### src/rtl/knight_pkg.sv
// Shared definitions for the KnightsTour command path.
//   - opcode and heading constants used to build 16-bit board-move commands
//   - response bytes returned to the UART wrapper
//   - state enum of the tour command sequencer
//   - mk_cmd(): packs {opcode, heading, square count} into one command word
package knight_pkg;

  localparam logic [3:0] OP_MOVE    = 4'h2;
  localparam logic [3:0] OP_FANFARE = 4'h3;

  localparam logic [7:0] HEAD_N = 8'h00;
  localparam logic [7:0] HEAD_E = 8'h3F;
  localparam logic [7:0] HEAD_W = 8'h7F;
  localparam logic [7:0] HEAD_S = 8'hFF;

  localparam logic [7:0] RESP_ACK = 8'hA5;
  localparam logic [7:0] RESP_POS = 8'h5A;

  typedef enum logic [2:0] {
    IDLE   = 3'd0,
    VERT   = 3'd1,
    WAIT_V = 3'd2,
    HORZ   = 3'd3,
    WAIT_H = 3'd4
  } tour_cmd_state_t;

  function automatic logic [15:0] mk_cmd(input logic [3:0] op,
                                         input logic [7:0] head,
                                         input logic [3:0] cnt);
    return {op, head, cnt};
  endfunction

endpackage

### src/rtl/tour_move_decode.sv
// Combinational decode of one knight move into two board-move commands.
// Ports:
//   move     in  8  one-hot knight move from the solver (lowest set bit wins)
//   vert_cmd out 16 vertical leg, plain move opcode
//   horz_cmd out 16 horizontal leg, fanfare opcode
// An all-zero move yields zero-square commands heading north.
module tour_move_decode
  import knight_pkg::*;
(
  input  logic [7:0]  move,
  output logic [15:0] vert_cmd,
  output logic [15:0] horz_cmd
);

  always_comb begin
    vert_cmd = mk_cmd(OP_MOVE,    HEAD_N, 4'd0);
    horz_cmd = mk_cmd(OP_FANFARE, HEAD_N, 4'd0);
    casez (move)
      8'b???????1: begin
        vert_cmd = mk_cmd(OP_MOVE,    HEAD_N, 4'd2);
        horz_cmd = mk_cmd(OP_FANFARE, HEAD_E, 4'd1);
      end
      8'b??????10: begin
        vert_cmd = mk_cmd(OP_MOVE,    HEAD_N, 4'd2);
        horz_cmd = mk_cmd(OP_FANFARE, HEAD_W, 4'd1);
      end
      8'b?????100: begin
        vert_cmd = mk_cmd(OP_MOVE,    HEAD_N, 4'd1);
        horz_cmd = mk_cmd(OP_FANFARE, HEAD_W, 4'd2);
      end
      8'b????1000: begin
        vert_cmd = mk_cmd(OP_MOVE,    HEAD_S, 4'd1);
        horz_cmd = mk_cmd(OP_FANFARE, HEAD_W, 4'd2);
      end
      8'b???10000: begin
        vert_cmd = mk_cmd(OP_MOVE,    HEAD_S, 4'd2);
        horz_cmd = mk_cmd(OP_FANFARE, HEAD_W, 4'd1);
      end
      8'b??100000: begin
        vert_cmd = mk_cmd(OP_MOVE,    HEAD_S, 4'd2);
        horz_cmd = mk_cmd(OP_FANFARE, HEAD_E, 4'd1);
      end
      8'b?1000000: begin
        vert_cmd = mk_cmd(OP_MOVE,    HEAD_S, 4'd1);
        horz_cmd = mk_cmd(OP_FANFARE, HEAD_E, 4'd2);
      end
      8'b10000000: begin
        vert_cmd = mk_cmd(OP_MOVE,    HEAD_N, 4'd1);
        horz_cmd = mk_cmd(OP_FANFARE, HEAD_E, 4'd2);
      end
      default: ;
    endcase
  end

endmodule

### src/rtl/tour_cmd.sv
// Tour command sequencer: splits each solved knight move into a vertical
// then a horizontal board-move command and hands them to the command
// processor over the cmd/cmd_rdy handshake. While idle, UART commands pass
// straight through.
// Ports:
//   clk, rst_n            clock, asynchronous active-low reset
//   start_tour            pulse: solved tour is ready
//   move / mv_indx        solver memory read data / address
//   cmd_UART, cmd_rdy_UART UART command path (used when idle)
//   clr_cmd_rdy           command processor accepted cmd
//   send_resp             command processor finished the command
//   cmd, cmd_rdy          command to the command processor
//   resp                  response byte to the UART wrapper
module tour_cmd
  import knight_pkg::*;
#(
  parameter int NUM_MOVES = 24
) (
  input  logic        clk,
  input  logic        rst_n,
  input  logic        start_tour,
  input  logic [7:0]  move,
  output logic [4:0]  mv_indx,
  input  logic [15:0] cmd_UART,
  input  logic        cmd_rdy_UART,
  input  logic        clr_cmd_rdy,
  input  logic        send_resp,
  output logic [15:0] cmd,
  output logic        cmd_rdy,
  output logic [7:0]  resp
);

  localparam logic [4:0] LAST_IDX = 5'(NUM_MOVES - 1);

  tour_cmd_state_t state, state_nxt;
  logic [15:0]     vert_cmd, horz_cmd;
  logic            mv_clr, mv_inc;
  logic            last_mv;

  tour_move_decode u_decode (
    .move     (move),
    .vert_cmd (vert_cmd),
    .horz_cmd (horz_cmd)
  );

  assign last_mv = (mv_indx == LAST_IDX);

  always_ff @(posedge clk or negedge rst_n) begin
    if (!rst_n) begin
      state   <= IDLE;
      mv_indx <= 5'd0;
    end else begin
      state <= state_nxt;
      if (mv_clr)
        mv_indx <= 5'd0;
      else if (mv_inc)
        mv_indx <= mv_indx + 5'd1;
    end
  end

  always_comb begin
    state_nxt = state;
    mv_clr    = 1'b0;
    mv_inc    = 1'b0;
    cmd       = cmd_UART;
    cmd_rdy   = 1'b0;
    resp      = RESP_POS;
    unique case (state)
      IDLE: begin
        cmd     = cmd_UART;
        cmd_rdy = cmd_rdy_UART;
        resp    = RESP_ACK;
        if (start_tour) begin
          mv_clr    = 1'b1;
          state_nxt = VERT;
        end
      end
      VERT: begin
        cmd     = vert_cmd;
        cmd_rdy = 1'b1;
        // clr_cmd_rdy has priority; a simultaneous send_resp is dropped
        if (clr_cmd_rdy) state_nxt = WAIT_V;
      end
      WAIT_V: begin
        cmd = vert_cmd;
        if (send_resp) state_nxt = HORZ;
      end
      HORZ: begin
        cmd     = horz_cmd;
        cmd_rdy = 1'b1;
        if (clr_cmd_rdy) state_nxt = WAIT_H;
      end
      WAIT_H: begin
        cmd = horz_cmd;
        // the final leg reports tour completion to the UART side
        if (last_mv) resp = RESP_ACK;
        if (send_resp) begin
          if (last_mv) begin
            state_nxt = IDLE;
          end else begin
            mv_inc    = 1'b1;
            state_nxt = VERT;
          end
        end
      end
      default: state_nxt = IDLE;
    endcase
  end

endmodule

### config.mk
export PLATFORM = sky130hd
export DESIGN_NAME = tour_cmd
export DESIGN_NICKNAME = d
export VERILOG_FILES = /design/src/rtl/knight_pkg.sv /design/src/rtl/tour_move_decode.sv /design/src/rtl/tour_cmd.sv
export SDC_FILE = /design/constraint.sdc
export NUM_CORES = 1
export LEC_CHECK = 0
export ABC_AREA = 1
export CAP_MARGIN = 20
export CORE_MARGIN = 8
export CORE_UTILIZATION = 45
export CTS_BUF_LIST = sky130_fd_sc_hd__clkbuf_2 sky130_fd_sc_hd__clkbuf_4 sky130_fd_sc_hd__clkbuf_8
export CTS_CLUSTER_SIZE = 16
export DETAILED_ROUTE_END_ITERATION = 8
export GPL_TIMING_DRIVEN = 0
export PLACE_DENSITY = 0.88
export SLEW_MARGIN = 10
export SYNTH_ARGS = -nofsm -noshare
export SYNTH_HDL_FRONTEND = slang
export SYNTH_HIERARCHICAL = 1
export SYNTH_SLANG_ARGS = --single-unit
### constraint.sdc
create_clock -name clk -period 6.3 [get_ports clk]
set_input_delay 1.89 -clock clk [delete_from_list [all_inputs] [get_ports clk]]
set_output_delay 1.89 -clock clk [all_outputs]
set_load 0.01 [all_outputs]
==> summary.md, run 1 <==
Fill cell instance count of the final layout: 261. The slew at the pin closest to its max-slew limit was 589.4 ps. For the clock latency at the later pin of the worst-skew pair, the log shows 260 ps.

Cells fill 72.74% of the core in the end. The run gives 0.002781 mm2 as the core region area. The number of global-route vias before repair was 1,410; the I/O pin total was 60. The final antenna-violating net count was 0; the final sum of negative setup slack was 0 ps. The run gives 0 as the number of maximum-capacitance constraint violations. The horizontal extent of the die was 70.37 um; the hold buffer count at CTS was 0. The worst setup path is of the primary input to output port kind. Ranked by instance count, the synthesized netlist is headed by sky130_fd_sc_hd__nand2_1 (111), sky130_fd_sc_hd__buf_4 (31), sky130_fd_sc_hd__inv_1 (30).

The max-slew violation count is 0. The synthesized netlist contains 23 unique library cells. The run gives 0 as the number of post-CTS setup repair buffers. The clock-pin slew on the worst setup and hold paths is 60 ps. The power density over cell area came out at 472.8 mW/mm2. The run finished with clean final reports.

The run gives 237 as the post-synthesis instance total. Total wirelength of the detailed-routed design: 3210 um. The tightest min-delay check is of the register to register type. The run gives 19 as the floorplan row count. The area enclosed by the die boundary came out at 0.004951 mm2. After synthesis the cells add up to 0.001330 mm2. In this run, post-CTS repair resized a total of 0 instances.

On the final layout, the worst hold slack is 548.8 ps. The average instance in the mapped netlist occupies 5.612 um2. Between clock sinks in the finished design, the worst skew comes to 8.159 ps. The die extent in y is 70.37 um, and the maximum fanout along the worst path is 8. The fraction of the cycle the final worst path needs works out to 93.57%. The number of synthesized flops with an enable pin is 0. After synthesis, the largest area contributor takes up 31.33% of total cell area. The dominant cell type by area after synthesis was sky130_fd_sc_hd__nand2_1. The detailed-routing iteration count for the pre-antenna-repair pass came out at 5. For this run, asynchronously set or reset flops after synthesis account for 100.0%. STA classifies the critical path endpoint as an output port. Routability-driven placement finished with a final weighted congestion of 0.8305.

The remaining max-slew budget at the tightest pin came out at 60.71%. Detailed placement ended at an HPWL of 2778 um. The final net count is 343.

Via count of the routed design: 1,474. TritonCTS built the clock tree. Entering global routing, the biggest net connects 11 pins. The logs give 47.82% for the effective utilization at floorplan and 1 for the maximum level of the CTS H-tree. Dividing the detail-routed via count by the number of cells gives 4.323.

Input and output buffers added on the ports amount to 59. Across every metal layer, demand over resource in global routing totals 12.95%. STA puts the critical path data arrival time at 4010 ps. The number of buffers on the longest clock path was 2. TritonCTS created 3 clock buffers. The highest ir drop seen on vdd is 0.0004346 V, and the required arrival time at the worst endpoint is 4410 ps. The clock period minus final worst setup slack is 5895 ps. The number of antenna violations at the first check in global routing is 0, and the count of state elements after synthesis is 8. Primary flip-flop cell chosen by synthesis mapping: sky130_fd_sc_hd__dfrtp_1. By area the synthesized netlist is led by sky130_fd_sc_hd__nand2_1 (31%), sky130_fd_sc_hd__buf_4 (17%), sky130_fd_sc_hd__dfrtp_1 (15%). The number of warnings printed during yosys synthesis was 6. The logs give 15.05% for the share of the yosys chip area belonging to registers and 0 for the remaining design rule violation count. The DRC violation total after the first TritonRoute iteration was 62; the static leakage was 1.139 nW. The tools report the number of antenna cells inserted as 0.

The number of endpoints with negative hold slack in the final report came out at 0. The clock drives 8 sinks. Setup violations remaining at the end of the flow were counted as 0.

Setup repair after global routing left no endpoint under its margin. The first global-routing pass estimated 5658 um of wire. The tools report the final global-route overflow total as 0. The dominant cell by count in the synthesized netlist was sky130_fd_sc_hd__nand2_1.

The cell sitting at the root of the clock tree is a sky130_fd_sc_hd__clkbuf_4. Dividing the detail-routed wire length by the instance count gives 9.413 um. Static timing analysis puts the maximum clock frequency at 169.6 MHz. The worst setup path is launched from a primary input. The area overhead of the layout relative to synthesis came out at 52.12%. Cells with a size suffix above 1 make up 18.06% of the layout.
## worst paths after layout
kind	startpoint	to	slack [ps]	cells after the start
worst max register to register	mv_indx[0]	mv_indx[2]	4660	7
worst max-delay path	move[0]	cmd[11]	400	10
max in group asynchronous	rst_n	state[1]	4110	1
worst min register to register	mv_indx[4]	mv_indx[4]	550	2
min in group asynchronous	rst_n	mv_indx[3]	1910	1
worst min-delay path	mv_indx[4]	mv_indx[4]	550	2
## flip-flops by register name (all words and copies together) (netlist names)
signal / count
mv_indx: 5
state: 3
## power breakdown
part           internal (mW)  switching [mW]  leakage, nW
Combinational          0.426           0.405         1.02
Sequential            0.0635          0.0237        0.107
Clock                 0.0218          0.0172       0.0138
## routing by layer
metal	vias up	global-route usage [%]	routed length, um
met3	2	5.508	286
met4	0	2.232	28
met1	625	14.57	1394
li1	801	-	-
met2	46	22.23	1501
met5	-	0	0
## cell usage in the layout (no fill, tap or decap), drive strengths merged
master           n
nand2          124
clkdlybuf4s50   59
buf             34
inv             31
nor2            17
conb            13
nand3            8
dfrtp            8
o21ai            4
nand4            3
clkbuf           3
a21oi            2
xor2             1
nand3b           1
ha               1
and2             1
## worst max-delay path: stages
cell and delay (ps):
sky130_fd_sc_hd__clkdlybuf4s50_1 450, sky130_fd_sc_hd__nor2_4 160, sky130_fd_sc_hd__nand2_1 60, sky130_fd_sc_hd__a21oi_1 470, sky130_fd_sc_hd__buf_4 200, sky130_fd_sc_hd__nand2_1 50
sky130_fd_sc_hd__nand2_1 70, sky130_fd_sc_hd__inv_1 40, sky130_fd_sc_hd__nand2_1 50, sky130_fd_sc_hd__clkdlybuf4s50_1 550
## area by class of cell
cell class | instances | area [um2] | share of cell area (%)
Multi-Input combinational cell | 175 | 784.5 | 38.78
Timing Repair Buffer | 59 | 590.6 | 29.19
Buffer | 34 | 270.3 | 13.36
Sequential cell | 8 | 200.2 | 9.895
Inverter | 31 | 116.4 | 5.751
Tap cell | 31 | 38.79 | 1.917
Clock buffer | 3 | 22.52 | 1.113
## kinds of logic (layout without fill, tap and decap cells)
kind of cell / Yosys count / in the layout / share of synthesized area [%]
simple gates: 154 / 154 / 50.61
buf+inv: 65 / 127 / 29.07
flops: 8 / 8 / 15.05
compound gates: 6 / 6 / 3.104
other cells: 2 / 13 / 0.5647
fa+ha+maj: 1 / 1 / 0.9406
xor+xnor: 1 / 1 / 0.6586
## per-stage QoR
| step | instances | power, mW | setup slack [ps] | cell area, um2 |
|---|---|---|---|---|
| finish | 341 | 0.9566 | 404.9 | 2023 |
| CTS | 341 | 0.9683 | 387.1 | 2023 |
| global route | 341 | 1.058 | 155.3 | 2023 |
| global placement | 338 | 0.9146 | 406.1 | 2001 |
| detailed placement | 338 | 0.9249 | 391.1 | 2001 |
| floorplan | 248 | 0.5663 | 1598 | 1371 |
No activity file was read; power rests on OpenSTA's default activity.
==> run 2: changes to the inputs <==
RECOVER_POWER = 100   (was default)
clock period = 7.4 ns   (was 6.3 ns; I/O delays follow)
==> run 2 against run 1 <==
Final cell count is the same; clock skew is essentially flat; highest routed layer unchanged; sequential share of layout area is essentially flat; first-iteration DRC count shrank 6.5%; register-to-register slack gained 1100 ps.
==> summary.md, run 2 (synthesis results as in run 1) <==
The effective utilization at floorplan is 47.82% (unchanged). For the number of maximum-capacitance constraint violations, the log shows 0 (unchanged). The min-delay analysis places its worst path in the category register to register. The final sum of negative setup slack came out at 0 ps (unchanged). For the worst reg-to-reg setup slack, the log shows 5750 ps (+1090 ps). The flip-flop count of the largest register, all copies and words added is 5 (unchanged).

The static leakage was 1.167 nW (+2.5%); the final-layout worst hold slack was 545.1 ps (-3.693 ps). The total CTS buffers is 3 (unchanged), and the cell area after layout is 0.002016 mm2 (-0.37%). The hold buffer count at CTS came out at 0 (unchanged). Setup repair after global routing left no endpoint under its margin.

The final cell count without fillers came out at 341 (unchanged). The tree is rooted in a sky130_fd_sc_hd__clkbuf_4. The max-slew violation count is 0 (unchanged), and the remaining design rule violation count is 0 (unchanged). For the sink count of the clock tree, the log shows 8 (unchanged).

The average wire per cell in the routed design was 9.425 um (+0.12%). The overall fraction of global-route tracks in use is 12.95% (unchanged), and the fraction of the cycle the final worst path needs is 90.72%. The run gives 0 (unchanged) as the final-report setup violation count. The slew at the pin closest to its max-slew limit works out to 603.1 ps (+13.72 ps). For the DRC violation total after the first TritonRoute iteration, the log shows 58 (-6.5%). The tools report the placed standard-cell area as 0.002001 mm2 (unchanged).

The wire length of the first global-routing pass was 5658 um (unchanged); the post-detailed-placement half-perimeter wirelength was 2778 um (unchanged). Leaving out fill and tap cells, the most frequent cell in the layout is sky130_fd_sc_hd__nand2_1. The worst register-to-register path begins at mv_indx[0]. The worst path needs 6714 ps of the cycle, external delays included.

The worst slack after detailed placement is 831.1 ps (+440.0 ps), and the number of port buffers is 59 (unchanged). The fill cell instance count of the final layout came out at 263 (+0.77%). The logs give 0 (unchanged) for the number of endpoints with negative hold slack in the final report and 260 ps (about the same) for the clock latency at the later pin of the worst-skew pair. The tools report the endpoint of the worst register-to-register path as mv_indx[2].

The vias per cell is 4.372 (+1.2%), and the data arrival time of the critical path is 4490 ps (+480 ps). For the number of antenna violations at the first check in global routing, the log shows 0 (unchanged). The top cell types in the final layout, fill and taps aside, are sky130_fd_sc_hd__nand2_1 (111), sky130_fd_sc_hd__inv_1 (30), sky130_fd_sc_hd__clkdlybuf4s50_1 (30), sky130_fd_sc_hd__buf_4 (29), sky130_fd_sc_hd__dlygate4sd3_1 (29). For the worst clock skew on the final layout, the log shows 7.833 ps (-0.3257 ps). The I/O pin total was 60 (unchanged). The run gives 338 (unchanged) as the total instance count after detailed placement. Startpoint-to-endpoint class of the critical path: primary input to output port.

Fraction of layout instances using a drive strength above 1: 17.74% (-0.32 points). The via count of the routed design came out at 1,491 (+1.2%). Relative to the synthesized area, the layout overhead comes to 51.55%.

The register with the highest flop count is mv_indx. The run gives 0.004951 mm2 (unchanged) as the area enclosed by the die boundary. The area used by sequential logic in the layout came out at 200.2 um2 (unchanged).

The tools report the final worst setup slack as 686.5 ps (+281.5 ps). The tools report the number of buffers on the longest clock path as 2 (unchanged). The floorplan row count was 19 (unchanged). The die extent in y was 70.37 um (unchanged); the total wirelength of the detailed-routed design was 3214 um (+0.12%). The final global-route overflow total is 0 (unchanged). The count of instances resized after the clock tree is built was 0 (unchanged).

The area used by multi-input combinational logic is 777.0 um2 (-0.96%), and the clock-pin slew on the worst setup and hold paths is 60 ps (about the same). For the final weighted congestion in routability-driven placement, the log shows 0.8305 (unchanged). For the number of antenna cells inserted, the log shows 0 (unchanged).

The largest net degree at the start of global routing was 11 (unchanged); the maximum operating frequency was 149.0 MHz. The run gives 343 (unchanged) as the final net count. The remaining max-slew budget at the tightest pin was 59.79% (-0.91 points); the number of global-route vias before repair was 1,410 (unchanged).

The horizontal extent of the die is 70.37 um (unchanged). The largest registers in the layout are mv_indx x5, state x3. The worst reg2reg path depth came out at 7 (unchanged).

The power density over cell area is 383.1 mW/mm2 (-19%). The final core area utilization is 72.47% (-0.27 points). The type of element launching the critical path was a primary input.

The tools report the total chip power as 772.2 uW (-19%). The maximum level of the CTS H-tree is 1 (unchanged). The maximum fanout along the worst path was 8 (unchanged).

TritonCTS built the clock tree. In this run the worst setup path begins at move[0]. The endpoint kind of the worst setup timing path is an output port. The tools report the required arrival time at the worst endpoint as 5180 ps (+770 ps).

The flow ran to the end, and the final reports show no timing, DRC or antenna violations. The number of post-CTS setup repair buffers was 0 (unchanged); the detailed-routing iteration count for the pre-antenna-repair pass was 5 (unchanged). Final antenna-violating net count: 0 (unchanged). Last element of the critical path: cmd[11].

The highest ir drop seen on vdd was 0.0003509 V (-19%); the core region area was 0.002781 mm2 (unchanged).
[run 2: cell types whose count changed in the layout (fill, tap and decap cells not counted)]
cell                              change
sky130_fd_sc_hd__clkbuf_4             +2
sky130_fd_sc_hd__buf_4                -2
sky130_fd_sc_hd__nor2_4               -1
sky130_fd_sc_hd__clkdlybuf4s50_1     -29
sky130_fd_sc_hd__dlygate4sd3_1       +29
sky130_fd_sc_hd__nor2_1               +1
[run 2: per-layer routing]
metal	GRT usage, %	share of wire (%)	vias to the layer above
met5	0	0	-
met3	5.508	9.1	2
met2	22.23	47	53
met1	14.57	43	634
met4	2.232	0.87	0
li1	-	-	802
[run 2: worst min path at each step]
stage                     startpoint          to  cells past startpoint
after floorplan           mv_indx[4]  mv_indx[4]                      2
after global routing      mv_indx[4]  mv_indx[4]                      2
final                     mv_indx[4]  mv_indx[4]                      2
after CTS                 mv_indx[4]  mv_indx[4]                      2
after global placement    mv_indx[4]  mv_indx[4]                      2
after detailed placement  mv_indx[4]  mv_indx[4]                      2
[run 2: power breakdown]
group | switching [mW] | leakage [nW] | internal [mW] | total (mW)
logic | 0.340 | 1.05 | 0.325 | 0.665
clock network | 0.0146 | 0.0138 | 0.0185 | 0.0332
registers | 0.0199 | 0.107 | 0.0540 | 0.0739
total | 0.375 | 1.17 | 0.398 | 0.772
[run 2: critical path, stage by stage]
cell and delay (ps):
sky130_fd_sc_hd__clkdlybuf4s50_1 410, sky130_fd_sc_hd__nor2_1 250, sky130_fd_sc_hd__nand2_1 80, sky130_fd_sc_hd__a21oi_1 490, sky130_fd_sc_hd__buf_4 210, sky130_fd_sc_hd__nand2_1 50
sky130_fd_sc_hd__nand2_1 70, sky130_fd_sc_hd__inv_1 40, sky130_fd_sc_hd__nand2_1 50, sky130_fd_sc_hd__dlygate4sd3_1 620
[run 2: layout make-up]
cell class / count / area share, %
timing repair buffer: 59 / 29.30
clock buffer: 3 / 1.117
sequential: 8 / 9.932
buffer: 34 / 13.41
tap: 31 / 1.924
multi-input combinational: 175 / 38.55
inverter: 31 / 5.773
